==> src/rtl/mem_access_ctrl_pkg.sv <==
// Shared encodings, latched-request payload and store-lane helpers for the
// MEM-stage data bus initiator and its load-extend datapath.
package mem_access_ctrl_pkg;

  localparam int unsigned WORD_W  = 32;
  localparam int unsigned SIZE_W2 = 2;

  localparam logic [SIZE_W2-1:0] SIZE_B = 2'b00;
  localparam logic [SIZE_W2-1:0] SIZE_H = 2'b01;
  localparam logic [SIZE_W2-1:0] SIZE_W = 2'b10;

  typedef enum logic [1:0] {
    ST_IDLE = 2'b00,
    ST_ADDR = 2'b01,
    ST_DATA = 2'b10,
    ST_DONE = 2'b11
  } state_e;

  typedef struct packed {
    logic               wen;
    logic               uns;
    logic [SIZE_W2-1:0] size;
    logic [1:0]         addr_lo;
  } req_lat_t;

  function automatic logic addr_misaligned(input logic [SIZE_W2-1:0] size,
                                           input logic [1:0] addr_lo);
    return ((size == SIZE_H) && addr_lo[0]) ||
           ((size == SIZE_W) && (addr_lo != 2'b00));
  endfunction

  function automatic logic [WORD_W-1:0] store_replicate(input logic [WORD_W-1:0] wdata,
                                                        input logic [SIZE_W2-1:0] size);
    logic [WORD_W-1:0] lanes;
    case (size)
      SIZE_B:  lanes = {4{wdata[7:0]}};
      SIZE_H:  lanes = {2{wdata[15:0]}};
      default: lanes = wdata;
    endcase
    return lanes;
  endfunction

endpackage

==> src/rtl/mem_access_ctrl_load_extend.sv <==
// Load lane select and sign/zero extension of a raw 32-bit read word.
module load_extend
  import mem_access_ctrl_pkg::*;
(
  input  logic [WORD_W-1:0]  rdata,
  input  logic [1:0]         addr_lo,
  input  logic [SIZE_W2-1:0] size,
  input  logic               uns,
  output logic [WORD_W-1:0]  result_c
);

  logic [7:0]  byte_c;
  logic [15:0] half_c;

  always_comb begin
    byte_c   = 8'h00;
    half_c   = addr_lo[1] ? rdata[31:16] : rdata[15:0];
    result_c = rdata;
    case (addr_lo)
      2'b00:   byte_c = rdata[7:0];
      2'b01:   byte_c = rdata[15:8];
      2'b10:   byte_c = rdata[23:16];
      default: byte_c = rdata[31:24];
    endcase
    case (size)
      SIZE_B:  result_c = uns ? {24'h000000, byte_c} : {{24{byte_c[7]}}, byte_c};
      SIZE_H:  result_c = uns ? {16'h0000, half_c} : {{16{half_c[15]}}, half_c};
      default: result_c = rdata;
    endcase
  end

endmodule

==> src/rtl/mem_access_ctrl.sv <==
// MEM-stage load/store initiator on the sram-like data bus: issues requests,
// stalls the pipeline until the response returns and registers load data.
module mem_access_ctrl
  import mem_access_ctrl_pkg::*;
#(
  parameter int unsigned ADDR_W = 32,
  parameter int unsigned DATA_W = 32
) (
  input  logic              clk,
  input  logic              rst,
  input  logic              mem_enM,
  input  logic              mem_wenM,
  input  logic [1:0]        mem_sizeM,
  input  logic              mem_unsignedM,
  input  logic [ADDR_W-1:0] addrM,
  input  logic [DATA_W-1:0] wdataM,
  input  logic              flushM,
  input  logic              advanceM,
  output logic              data_req,
  output logic              data_wr,
  output logic [1:0]        data_size,
  output logic [ADDR_W-1:0] data_addr,
  output logic [DATA_W-1:0] data_wdata,
  input  logic              data_addr_ok,
  input  logic              data_data_ok,
  input  logic [DATA_W-1:0] data_rdata,
  output logic [DATA_W-1:0] mem_rdataM,
  output logic              stall_mem,
  output logic              addr_errM
);

  state_e            state_q, state_d;
  logic              cancel_q, cancel_d;
  req_lat_t          lat_q, lat_d;
  logic [DATA_W-1:0] rdata_q, rdata_d;

  req_lat_t          fresh_c, bus_src_c;
  logic              start_c, cancel_eff_c, capture_c, req_c, stall_c;
  logic [WORD_W-1:0] ext_c;

  load_extend u_load_extend (
    .rdata    (data_rdata),
    .addr_lo  (lat_q.addr_lo),
    .size     (lat_q.size),
    .uns      (lat_q.uns),
    .result_c (ext_c)
  );

  // Next-state, request/stall and load-capture logic
  always_comb begin
    addr_errM    = addr_misaligned(mem_sizeM, addrM[1:0]);
    start_c      = mem_enM & ~addr_errM & ~flushM;
    cancel_eff_c = cancel_q | flushM;
    fresh_c      = '{wen: mem_wenM, uns: mem_unsignedM, size: mem_sizeM, addr_lo: addrM[1:0]};
    state_d      = state_q;
    cancel_d     = cancel_q;
    lat_d        = lat_q;
    rdata_d      = rdata_q;
    capture_c    = 1'b0;
    req_c        = 1'b0;
    stall_c      = 1'b0;

    case (state_q)
      ST_IDLE: begin
        req_c   = start_c;
        stall_c = start_c;
        if (start_c) begin
          lat_d   = fresh_c;
          state_d = data_addr_ok ? ST_DATA : ST_ADDR;
        end
      end
      ST_ADDR: begin
        req_c   = 1'b1;
        stall_c = 1'b1;
        if (flushM) cancel_d = 1'b1;
        if (data_addr_ok) begin
          if (data_data_ok) begin
            capture_c = 1'b1;
            state_d   = cancel_eff_c ? ST_IDLE : ST_DONE;
          end else begin
            state_d = ST_DATA;
          end
        end
      end
      ST_DATA: begin
        stall_c = 1'b1;
        if (flushM) cancel_d = 1'b1;
        if (data_data_ok) begin
          capture_c = 1'b1;
          state_d   = cancel_eff_c ? ST_IDLE : ST_DONE;
        end
      end
      default: begin
        if (advanceM) state_d = ST_IDLE;
      end
    endcase

    if (state_d == ST_IDLE) cancel_d = 1'b0;
    // A cancelled response completes the bus handshake but never updates the result
    if (capture_c && !lat_q.wen && !cancel_eff_c) rdata_d = DATA_W'(ext_c);
  end

  // Bus fields come straight from the MEM inputs on issue, from the latches afterwards
  always_comb begin
    bus_src_c  = (state_q == ST_IDLE) ? fresh_c : lat_q;
    data_req   = rst & req_c;
    stall_mem  = rst & stall_c;
    data_wr    = rst & bus_src_c.wen;
    data_size  = rst ? bus_src_c.size : 2'b00;
    data_addr  = rst ? {addrM[ADDR_W-1:2], bus_src_c.addr_lo} : '0;
    data_wdata = rst ? DATA_W'(store_replicate(WORD_W'(wdataM), bus_src_c.size)) : '0;
    mem_rdataM = rdata_q;
  end

  always_ff @(posedge clk or negedge rst) begin
    if (!rst) begin
      state_q  <= ST_IDLE;
      cancel_q <= 1'b0;
      lat_q    <= '0;
      rdata_q  <= '0;
    end else begin
      state_q  <= state_d;
      cancel_q <= cancel_d;
      lat_q    <= lat_d;
      rdata_q  <= rdata_d;
    end
  end

endmodule

==> config.mk <==
export PLATFORM = sky130hd
export DESIGN_NAME = mem_access_ctrl
export DESIGN_NICKNAME = d
export VERILOG_FILES = /design/src/rtl/mem_access_ctrl_pkg.sv /design/src/rtl/mem_access_ctrl_load_extend.sv /design/src/rtl/mem_access_ctrl.sv
export SDC_FILE = /design/constraint.sdc
export NUM_CORES = 1
export LEC_CHECK = 0
export ABC_AREA = 1
export BUFFER_PORTS_ARGS = -buffer_cell sky130_fd_sc_hd__buf_2
export CAP_MARGIN = 25
export CORE_MARGIN = 2
export CORE_UTILIZATION = 44
export DETAILED_ROUTE_END_ITERATION = 12
export PLACE_DENSITY = 0.81
export SYNTH_ARGS = -nofsm -noshare
export SYNTH_HDL_FRONTEND = slang
export SYNTH_HIERARCHICAL = 1
export SYNTH_SLANG_ARGS = --single-unit
==> constraint.sdc <==
create_clock -name clk -period 2.2 [get_ports clk]
set_input_delay 0.44 -clock clk [delete_from_list [all_inputs] [get_ports clk]]
set_output_delay 0.44 -clock clk [all_outputs]
set_load 0.01 [all_outputs]
==> impl_results.md, run 1 <==
* Status: complete, but fails checks
* Failing checks: negative setup slack
* Main combinational cell family by area after synthesis: simple AND/OR/NAND/NOR gates
* CP Data Required Time at 1760 ps
* Vias at 3924
* Slew HR at 0.6190
* Core Area at 7647 um2
* Grt ovf at 0
* P_sw at 0.002709 W
* I/O pins at 209
* Hold_sp: mem_unsignedM
* CP Class: flip-flop to output port
* Slew Viols, Final at 0
* Final cell count without fillers at slightly below 800
* Final Power at 0.005918 W
* Clk_lat worst skew at 290 ps
* Yosys warns at 6
* Die Width at 92.59 um
* Clock tree buffer depth at 2
* Num CTS Buffers at 5
* Post-synthesis average cell area at approximately 7.4 um2
* DRC at 0
* Post-Syn Area at ~3500 um2
* Switching Fraction at 0.4578
* Internal power at ~0.0032 W
* Grt met1 use at 0.3321
* Simple-gate share of the synthesized area at 0.3007
* Port Buf Inserts at 208
* Tmin final at 2248 ps
* Die ar. at 8573 um2
* CTS clk-pin slew, worst paths at 80 ps
* Final period util at 1.022
* Crit path arrival time at 1810 ps
* Sequential area share after synthesis at 0.2971
* Met3 Track Usage GR at 0.04557
* Comb power frac at 0.692
* Reg2Reg Depth at 6
* Flops & latches, synth at 41
* Placed Instances at 766
* Sequential power share at 0.224
* Clk pwr share at 0.083
* DR pass1 iterations at 5
* Drt wl/cell at 14.61 um
* CP peak stage delay at 370 ps
* GR peak layer: met2
* Largest net degree at the start of global routing at 39
* Most common cell after layout, fill and taps aside: buf_2
* Compound-gate portion of the synthesized area at 0.1203
* Clk_skew at between 8 and 9 ps
* Worst-path cell chain: inv_2, ha_4, o21ai_4, buf_4, clkbuf_16, nor2_1, a21oi_1, buf_2
* Vias in the first global route at between 3000 and 4000
* Pwr/cell area at 1200 nW/um2
* Pleak at 3.190 nW
* Initial Util at 0.4516
* Hold endpoint: lat_q[4]$_DFFE_PN0P_
* Final setup vio count at 14
* CP max-delay cell: dfrtp_1
* Max cap viols at 0
* Final GP Congestion at 0.8806
* Critical R2R Capture: mem_rdataM[30]$_DFFE_PN0P_
* Final wirelength at 11.50 mm
* Vias per inst at approximately 5.0
* Final worst setup slack at -48.27 ps
* Pre-CTS WS at -94.15 ps
* Syn Inst Count at 465
* DPL Wire Length at approximately 9 mm
* Clk sinks at between 40 and 50
* Post-synthesis mux area share at 0.1402
* Antenna-violating nets left at 0
* CP max FO at 10
* Share of layout cells above drive strength 1 at 0.4817
* Layout overhead on the synthesized area at 42.79%
* Hold Path Class: input port to flip-flop
* Crit end category: output port
* Actual slew at the worst max-slew pin at approximately 570 ps
* Upper clock frequency limit at ~440 MHz
* Die H at 92.59 um
* H-tree level count at 2
* Most frequent cells in the layout: 207 x buf_2, 138 x nand2_1, 65 x inv_1
* Synth cell types at 33
* Startpoint types: flip-flop
* Post-synthesis xor/xnor area fraction at 0
* Final hold violation count at 0
* First-pass GRT wire length at 17.60 mm
* Row Count at 32
* Reg2reg setup slack at 250 ps
* FF-to-FF Start: lat_q[3]$_DFFE_PN0P_
* Antenna violations before repair at 2
* RSZ-0062 raised after global routing: yes
* CTS tree: done
* Syn nets at 576
* GR Util met2 at 0.4367
* Final #Nets at 793
* Initial DRC Count at 208
* CTS root buf: clkbuf_8
* Gr usage total at 0.2561
* Synthesized-area fraction occupied by adder cells at 0.01449
* Hold depth at 2
* Maximum VDD drop at ~850 uV
-- cell families (layout without fill, tap and decap cells) --
| kind of cell | Yosys count | in the layout |
|---|---|---|
| buffers and inverters | 94 | 312 |
| AO/OA/AOI/OAI | 70 | 70 |
| flip-flops | 41 | 41 |
| other | 0 | 2 |
| multiplexers | 33 | 33 |
| adder cells (fa/ha/maj) | 4 | 4 |
| AND/OR/NAND/NOR | 223 | 223 |
-- synth_stat cells (all sizes together) --
cell type	n	area share
mux2	33	0.14
o21ai	23	0.036
nand3	36	0.086
o221ai	1	0.0025
buf	13	0.038
a211oi	2	0.0058
dfrtp	41	0.30
o22ai	7	0.013
clkbuf	10	0.011
inv	71	0.078
nor2	38	0.041
a21oi	28	0.041
o211ai	8	0.019
nand2	144	0.16
o21a	1	0.0043
nand4	4	0.012
ha	4	0.014
nor3	1	0.0029
-- worst max-delay path by stage --
stage / start / endpoint / slack, ps
2_1_floorplan: state_q[0]$_DFF_PN0_ / data_wdata[15] / 160
3_3_place_gp: state_q[1]$_DFF_PN0_ / data_wdata[26] / 8
3_5_place_dp: state_q[1]$_DFF_PN0_ / data_wdata[26] / -90
4_1_cts: state_q[1]$_DFF_PN0_ / data_wdata[31] / -5
5_1_grt: state_q[0]$_DFF_PN0_ / data_wdata[24] / -140
6_report: state_q[1]$_DFF_PN0_ / data_wdata[17] / -50
-- cell type report --
cell class	instances	area, um2
fillers	672	2716
well taps	102	127.6
clock buffers	5	68.82
multi-input cells	330	2105
diodes	2	5.005
repair buffers	233	1310
inverters	71	271.5
flip-flops and latches	41	1026
clock inverters	3	17.52
-- sequential cells by signal, indices dropped and copies added, names as in the netlist --
register,flops
mem_rdataM,32
cancel_q,1
lat_q,6
state_q,2
-- power by group through the flow --
stage          logic, W  clock network [W]  registers (W)
2_1_floorplan   0.00234                  0        0.00140
3_3_place_gp    0.00339                  0        0.00132
3_5_place_dp    0.00346                  0        0.00133
4_1_cts         0.00375           0.000510        0.00133
5_1_grt         0.00448           0.000528        0.00138
6_report        0.00410           0.000492        0.00133
-- metal layers --
| metal | up-vias | share of wire |
|---|---|---|
| met2 | 172 | 0.50 |
| met3 | 22 | 0.067 |
| met5 | - | 0 |
| met4 | 0 | 0.021 |
| li1 | 1921 | - |
| met1 | 1809 | 0.41 |
-- per-stage QoR --
step	utilization	area, um2	TNS (ps)	hold WS, ps
after floorplan	-	3453	0	144.4
after global placement	0.5978	4572	0	270.6
after detailed placement	0.5978	4572	-371.1	271.5
after CTS	0.6260	4787	-4.934	407.2
after global routing	0.6448	4931	-2396	402.0
final	0.6448	4931	-316.0	406.0
-- critical path: cells and delay by family, from the launching register on --
| family | cells | cell delay [ps] |
|---|---|---|
| fa+ha+maj | 1 | 200 |
| buf+inv | 4 | 540 |
| flops | 1 | 370 |
| simple gates | 1 | 50 |
| compound gates | 2 | 360 |
-- what timing repair did --
action                                  in CTS  in global routing
hold endpoints to repair                     3                  0
resized for setup                           18                 21
buffers inserted                             5                  3
cloned                                       0                  2
hold buffers                                 1                  0
pin swaps                                    6                  6
endpoints found under the setup margin      29                 25
Note: power is estimated with default switching activity, not from simulation.
==> run 2: changes to the inputs <==
--- a/config.mk
+++ b/config.mk
@@ -8,10 +8,11 @@
 export ABC_AREA = 1
 export BUFFER_PORTS_ARGS = -buffer_cell sky130_fd_sc_hd__buf_2
 export CAP_MARGIN = 25
+export CORE_ASPECT_RATIO = 0.6
 export CORE_MARGIN = 2
-export CORE_UTILIZATION = 44
+export CORE_UTILIZATION = 45
 export DETAILED_ROUTE_END_ITERATION = 12
-export PLACE_DENSITY = 0.81
+export PLACE_DENSITY = 0.83
 export SYNTH_ARGS = -nofsm -noshare
 export SYNTH_HDL_FRONTEND = slang
 export SYNTH_HIERARCHICAL = 1
==> constraint.sdc (replaced) <==
create_clock -name clk -period 2.65 [get_ports clk]
set_input_delay 0.53 -clock clk [delete_from_list [all_inputs] [get_ports clk]]
set_output_delay 0.53 -clock clk [all_outputs]
set_load 0.01 [all_outputs]
==> run 2 against run 1 <==
Compared with the run above:
- the flow now finishes without violations
- clock-buffer cell count increased by 1
- sequential cell count unchanged
- critical path depth increased by 1
- global-route usage increased by 0.091 points
- total power decreased by 20%
- sequential share of layout area increased by 0.72 points
- non-clock buffer count decreased by 11
- final cell count decreased by 1.4%
- combinational power decreased by 25%
- first-iteration DRC count increased by 20%
- die area decreased by 1.9%
- critical path type unchanged
- largest power group unchanged
==> impl_results.md, run 2 (synthesized netlist as in run 1, its figures left out) <==
* CP peak stage delay at 440 ps (+70 ps)
* Crit path arrival time at 2010 ps (+200 ps)
* Hold Path Class: input port to async pin
* Reg2reg setup slack at 760 ps (+510 ps)
* Clk sinks at 41 (unchanged)
* Slew Viols, Final at 0 (unchanged)
* Worst-path cell chain: inv_1, ha_4, nand2_1, o21ai_4, buf_8, nor2_1, inv_2, a21oi_1, buf_2
* Antenna-violating nets left at 0 (unchanged)
* DRC at 0 (unchanged)
* CTS clk-pin slew, worst paths at 60 ps (-20 ps)
* Critical R2R Capture: mem_rdataM[28]$_DFFE_PN0P_
* Final #Nets at 782 (-1.4%)
* Die H at 71.86 um (-22%)
* CTS root buf: clkbuf_16
* Most common cell after layout, fill and taps aside: buf_2
* Layout overhead on the synthesized area at 38.19%
* Vias at 3902 (-0.56%)
* Upper clock frequency limit at around 390 MHz
* Pwr/cell area at 996.7 nW/um2 (-17%)
* Actual slew at the worst max-slew pin at 534.8 ps (-32.95 ps)
* Clock tree buffer depth at 2 (unchanged)
* Startpoint types: flip-flop
* Worst setup path end: data_wdata[19]
* I/O pins at 209 (unchanged)
* Top Family by Delay on Critical Path: buffers and inverters
* DPL Wire Length at 8.594 mm (-2.1%)
* Die ar. at 8414 um2 (-1.9%)
* CP max FO at 25 (+15)
* CP max-delay cell: dfrtp_2
* First-pass GRT wire length at 17.22 mm (-2.2%)
* Most frequent cells in the layout: 207 x buf_2, 140 x nand2_1, 66 x inv_1
* Ant. Diodes at 0 (-2)
* Hold_ws at 111.5 ps (-294.5 ps)
* Filler cells at 634 (-5.7%)
* Vias per inst at 5.028 (+0.85%)
* Final period util at 0.9590
* Initial Util at 0.4694 (+0.01782)
* CP Class: flip-flop to output port
* Max cap viols at 0 (unchanged)
* DR pass1 iterations at 5 (unchanged)
* Buf/Inv on CP at 4 (unchanged)
* Die Width at 117.1 um (+26%)
* Crit path launch: state_q[0]$_DFF_PN0_
* Antenna violations before repair at 0 (-2)
* Maximum VDD drop at 388.8 uV (-54%)
* Final setup vio count at 0 (-14)
* Drt wl/cell at 14.28 um (-2.3%)
* Largest net degree at the start of global routing at 52 (+33%)
* CTS tree: done
* Gr usage total at 0.2570 (+0.0009080)
* Final hold violation count at 0 (unchanged)
* Pleak at 3.120 nW (-2.2%)
* Num CTS Buffers at 5 (unchanged)
* Grt ovf at 0 (unchanged)
* H-tree level count at 2 (unchanged)
* Status: finished, final reports clean
* Placed Instances at 764 (-0.26%)
* CP Data Required Time at 2120 ps (+360 ps)
* Clk_skew at 5.460 ps (-2.568 ps)
* Tmin final at between 2000 and 3000 ps
* Row Count at 24 (-25%)
* Crit end category: output port
* Vias in the first global route at 3736 (+0.81%)
* Share of layout cells above drive strength 1 at 0.4509 (-0.03081)
* Slew HR at 0.6411 (+0.02211)
* Core Area at 7357 um2 (-3.8%)
* FF-to-FF Start: state_q[0]$_DFF_PN0_
* Initial DRC Count at 250 (+20%)
* CP Depth at 9 (+1)
* Final cell count without fillers at 776 (-1.4%)
* Reg2Reg Depth at 7 (+1)
* Clk_lat worst skew at 280 ps (about the same)
* Final GP Congestion at 0.8789 (-0.19%)
* Port Buf Inserts at 208 (unchanged)
* Final wirelength at 11.08 mm (-3.7%)
* Final Power at 0.004757 W (-20%)
* Max reg flops at 32 (unchanged)
[run 2: changes by cell type in the layout (fill, tap and decap cells not counted), sizes merged]
cell         before  now
clkbuf            7    6
buf             230  222
dlygate4sd3       1    0
clkinvlp          1    0
diode             2    0
[run 2: power by group]
| group | internal, W | switching (W) |
|---|---|---|
| registers | 0.000896 | 0.000201 |
| clock network | 0.000346 | 0.000235 |
| logic | 0.00133 | 0.00175 |
| total | 0.00257 | 0.00218 |
[run 2: worst min-delay path by stage]
| stage | from | to | slack [ps] | depth (start not counted) |
|---|---|---|---|---|
| 6_report | rst | mem_rdataM[16]$_DFFE_PN0P_ | 110 | 1 |
| 2_1_floorplan | rst | cancel_q$_DFFE_PN0P_ | 230 | 0 |
| 5_1_grt | rst | mem_rdataM[16]$_DFFE_PN0P_ | 120 | 1 |
| 3_5_place_dp | rst | mem_rdataM[16]$_DFFE_PN0P_ | 410 | 1 |
| 4_1_cts | rst | mem_rdataM[16]$_DFFE_PN0P_ | 110 | 1 |
| 3_3_place_gp | rst | mem_rdataM[16]$_DFFE_PN0P_ | 410 | 1 |
[run 2: repair_timing]
action                                 in CTS  in global routing
setup buffers                               0                  4
pin swaps                                   0                  1
setup endpoints to repair                  24                 24
gates resized for setup                     6                 14
endpoints found under the hold margin       0                  0
hold buffers                                0                  0
[run 2: final cells by class]
type / instances / area [um2] / share of cell area
clock buffer: 6 / 128.9 / 0.02701
clock inverter: 2 / 10.01 / 0.002098
inverter: 71 / 269.0 / 0.05637
multi-input combinational: 330 / 2038 / 0.4271
sequential: 41 / 1027 / 0.2153
tap: 104 / 130.1 / 0.02727
timing repair buffer: 222 / 1169 / 0.2449
[run 2: metrics by stage]
stage          setup WS [ps]  setup TNS, ps  utilization  area, um2
2_1_floorplan          515.9              0            -       3453
3_3_place_gp           177.5              0       0.6177       4544
3_5_place_dp           53.29              0       0.6177       4544
4_1_cts               -62.03         -212.6       0.6378       4692
5_1_grt               -42.66         -316.0       0.6486       4772
6_report               108.7              0       0.6486       4772
[run 2: metal layers]
metal | up-vias | track usage | share of wire
li1 | 1898 | - | -
met4 | 0 | 0.06405 | 0.016
met5 | - | 0 | 0
met3 | 22 | 0.05161 | 0.079
met2 | 182 | 0.4778 | 0.52
met1 | 1800 | 0.3037 | 0.39
==> run 3: changes to the inputs <==
--- a/config.mk
+++ b/config.mk
@@ -17,3 +17,4 @@
 export SYNTH_HDL_FRONTEND = slang
 export SYNTH_HIERARCHICAL = 1
 export SYNTH_SLANG_ARGS = --single-unit
+export TNS_END_PERCENT = 10
==> constraint.sdc (replaced) <==
create_clock -name clk -period 3.3 [get_ports clk]
set_input_delay 0.66 -clock clk [delete_from_list [all_inputs] [get_ports clk]]
set_output_delay 0.66 -clock clk [all_outputs]
set_load 0.01 [all_outputs]
==> run 3 against run 2 <==
Compared with the run above:
- critical path depth shrank 1
- critical endpoint is now data_wdata[28]
- worst hold slack gained 150 ps
- die area is the same
- final cell count shrank 1.0%
- clock-buffer cell count grew 1
- register-to-register slack gained 290 ps
- cell area shrank 2.0%
- largest cell class unchanged
- first-iteration DRC count grew 44%
- sequential cell count is the same
- critical path type unchanged
==> impl_results.md, run 3 (synthesized netlist as in run 1, its figures left out) <==
* Slew HR at 0.5295 (-0.1116)
* H-tree level count at 2 (unchanged)
* CP max-delay cell: dfrtp_1
* Initial DRC Count at 359 (+44%)
* Status: finished, final reports clean
* Sequential power share at 0.246 (+0.015)
* Hold Path Class: input port to async pin
* First-pass GRT wire length at 16.44 mm (-4.5%)
* Hold-fix buffer count after cts at 0 (unchanged)
* Initial Util at 0.4694 (unchanged)
* CTS root buf: clkbuf_16
* P_sw at 0.001687 W (-23%)
* Most frequent cells in the layout: 207 x buf_2, 141 x nand2_1, 68 x inv_1
* GR Util met2 at 0.4605 (-0.01734)
* DPL Wire Length at 8.506 mm (-1.0%)
* Most frequent CP cell: nand2_1
* Startpoint types: flip-flop
* CP Class: flip-flop to output port
* Clk_lat worst skew at 280 ps (about the same)
* Port Buf Inserts at 208 (unchanged)
* Maximum VDD drop at 345.7 uV (-11%)
* Core Area at 7357 um2 (unchanged)
* Filler cells at 625 (-1.4%)
* Pleak at 3.081 nW (-1.2%)
* CP peak stage delay at 450 ps (about the same)
* Vias in the first global route at 3574 (-4.3%)
* Crit path arrival time at 2420 ps (+410 ps)
* GR peak layer: met2
* Pwr/cell area at 788.3 nW/um2 (-21%)
* DR pass1 iterations at 5 (unchanged)
* Die ar. at 8414 um2 (unchanged)
* Final period util at 0.9333
* CP max FO at 14 (-44%)
* Internal power at 0.001998 W (-22%)
* Layout overhead on the synthesized area at 35.36%
* Clock tree buffer depth at 2 (unchanged)
* Die Width at 117.1 um (unchanged)
* Switching Fraction at 0.4579 (-0.001197)
* RSZ-0062 raised after global routing: no
* Crit end category: output port
* CTS clk-pin slew, worst paths at 60 ps (about the same)
* Sequential cell area at 1026 um2 (-0.12%)
* Grt met1 use at 0.2955 (-0.008253)
* CTS tree: done
* DRC at 0 (unchanged)
* Slew Viols, Final at 0 (unchanged)
* Met3 Track Usage GR at 0.05330 (+0.001692)
* Grt ovf at 0 (unchanged)
* Post-Route Setup TNS at 0 ps (unchanged)
* Largest net degree at the start of global routing at 49 (-5.8%)
* Final worst setup slack at 220.1 ps (+111.4 ps)
* Footprint of the multi-input gates at 1991 um2 (-2.3%)
* Vias at 3859 (-1.1%)
* Final GP Congestion at 0.8490 (-3.4%)
* Upper clock frequency limit at 324.7 MHz
* Worst-path cell chain: inv_1, ha_2, nand2_1, o21ai_2, nand2_1, o21ai_0, nor2_1, buf_2
* CP Data Required Time at 2640 ps (+520 ps)
* Vias per inst at 5.025 (about the same)
* Final setup vio count at 0 (unchanged)
* Share of layout cells above drive strength 1 at 0.4383 (-0.01264)
* I/O pins at 209 (unchanged)
* Cts repair resizes at 0 (-6)
* Drt wl/cell at 14.13 um (-1.0%)
* Ant. Diodes at 0 (unchanged)
* Final wirelength at 10.85 mm (-2.1%)
* Postcts setup bufs at 0 (unchanged)
* Clk pwr share at 0.140 (+0.018)
* Actual slew at the worst max-slew pin at 705.7 ps (+170.9 ps)
* Most common cell after layout, fill and taps aside: buf_2
* Clk sinks at 41 (unchanged)
* Gr usage total at 0.2466 (-0.01036)
* Final #Nets at 774 (-1.0%)
* Max reg flops at 32 (unchanged)
* Antenna violations before repair at 0 (unchanged)
* Tmin final at 3080 ps
* Row Count at 24 (unchanged)
* Final hold violation count at 0 (unchanged)
* Max cap viols at 0 (unchanged)
* Comb power frac at 0.614 (-0.033)
* Antenna-violating nets left at 0 (unchanged)
* Clk_skew at 8.280 ps (+2.819 ps)
* Num CTS Buffers at 5 (unchanged)
* Pre-CTS WS at 380.6 ps (+327.3 ps)
* Die H at 71.86 um (unchanged)
==> run 3: cell types whose count changed in the layout (fill, tap and decap cells not counted), moves of 2 or more <==
cell and delta:
buf_4 -7, clkbuf_8 +2, inv_1 +2, inv_2 -2, o21ai_0 +6, o21ai_1 -6, o21ai_2 +2, o21ai_4 -2
==> run 3: worst paths after layout <==
kind	start	endpoint	slack (ps)	depth (start not counted)
setup reg to reg	lat_q[1]$_DFFE_PN0P_	mem_rdataM[14]$_DFFE_PN0P_	1050	7
hold reg to reg	mem_rdataM[27]$_DFFE_PN0P_	mem_rdataM[27]$_DFFE_PN0P_	510	1
setup / recovery	state_q[0]$_DFF_PN0_	data_wdata[28]	220	8
max in group asynchronous	rst	mem_rdataM[10]$_DFFE_PN0P_	2500	2
hold / removal	rst	mem_rdataM[16]$_DFFE_PN0P_	270	1
min in group clk	mem_rdataM[27]$_DFFE_PN0P_	mem_rdataM[27]$_DFFE_PN0P_	510	1
==> run 3: cell type report <==
class	count	share of cell area
clock inverters	1	0.001071
repair buffers	214	0.2355
inverters	71	0.05755
multi-input cells	330	0.4259
clock buffers	7	0.03266
well taps	104	0.02784
flip-flops and latches	41	0.2195
==> run 3: stage by stage <==
stage	hold slack, ps	instances	power, W	area, um2	utilization
floorplan	364.4	465	0.002497	3453	-
global placement	486.4	760	0.003071	4514	0.6136
detailed placement	488.1	760	0.003154	4514	0.6136
CTS	271.4	768	0.003684	4672	0.6350
global route	274.4	768	0.003961	4674	0.6354
finish	266.2	768	0.003685	4674	0.6354
==> run 3: power groups by stage <==
stage	Combinational [W]	Clock (W)	Sequential, W
floorplan	0.00156	0	0.000935
global placement	0.00217	0	0.000897
detailed placement	0.00224	0	0.000912
CTS	0.00226	0.000522	0.000906
global route	0.00248	0.000544	0.000937
finish	0.00226	0.000517	0.000907
==> run 3: metal layers <==
| metal | share of wire | vias to the layer above |
|---|---|---|
| met1 | 0.40 | 1781 |
| met2 | 0.51 | 187 |
| met3 | 0.079 | 16 |
| met5 | 0 | - |
| li1 | - | 1875 |
| met4 | 0.0098 | 0 |
==> run 3: critical path, delay by kind of cell, from the launching register on <==
family / cells / cell delay (ps)
compound gates: 2 / 480
flops: 1 / 450
buf+inv: 2 / 300
fa+ha+maj: 1 / 370
simple gates: 3 / 530
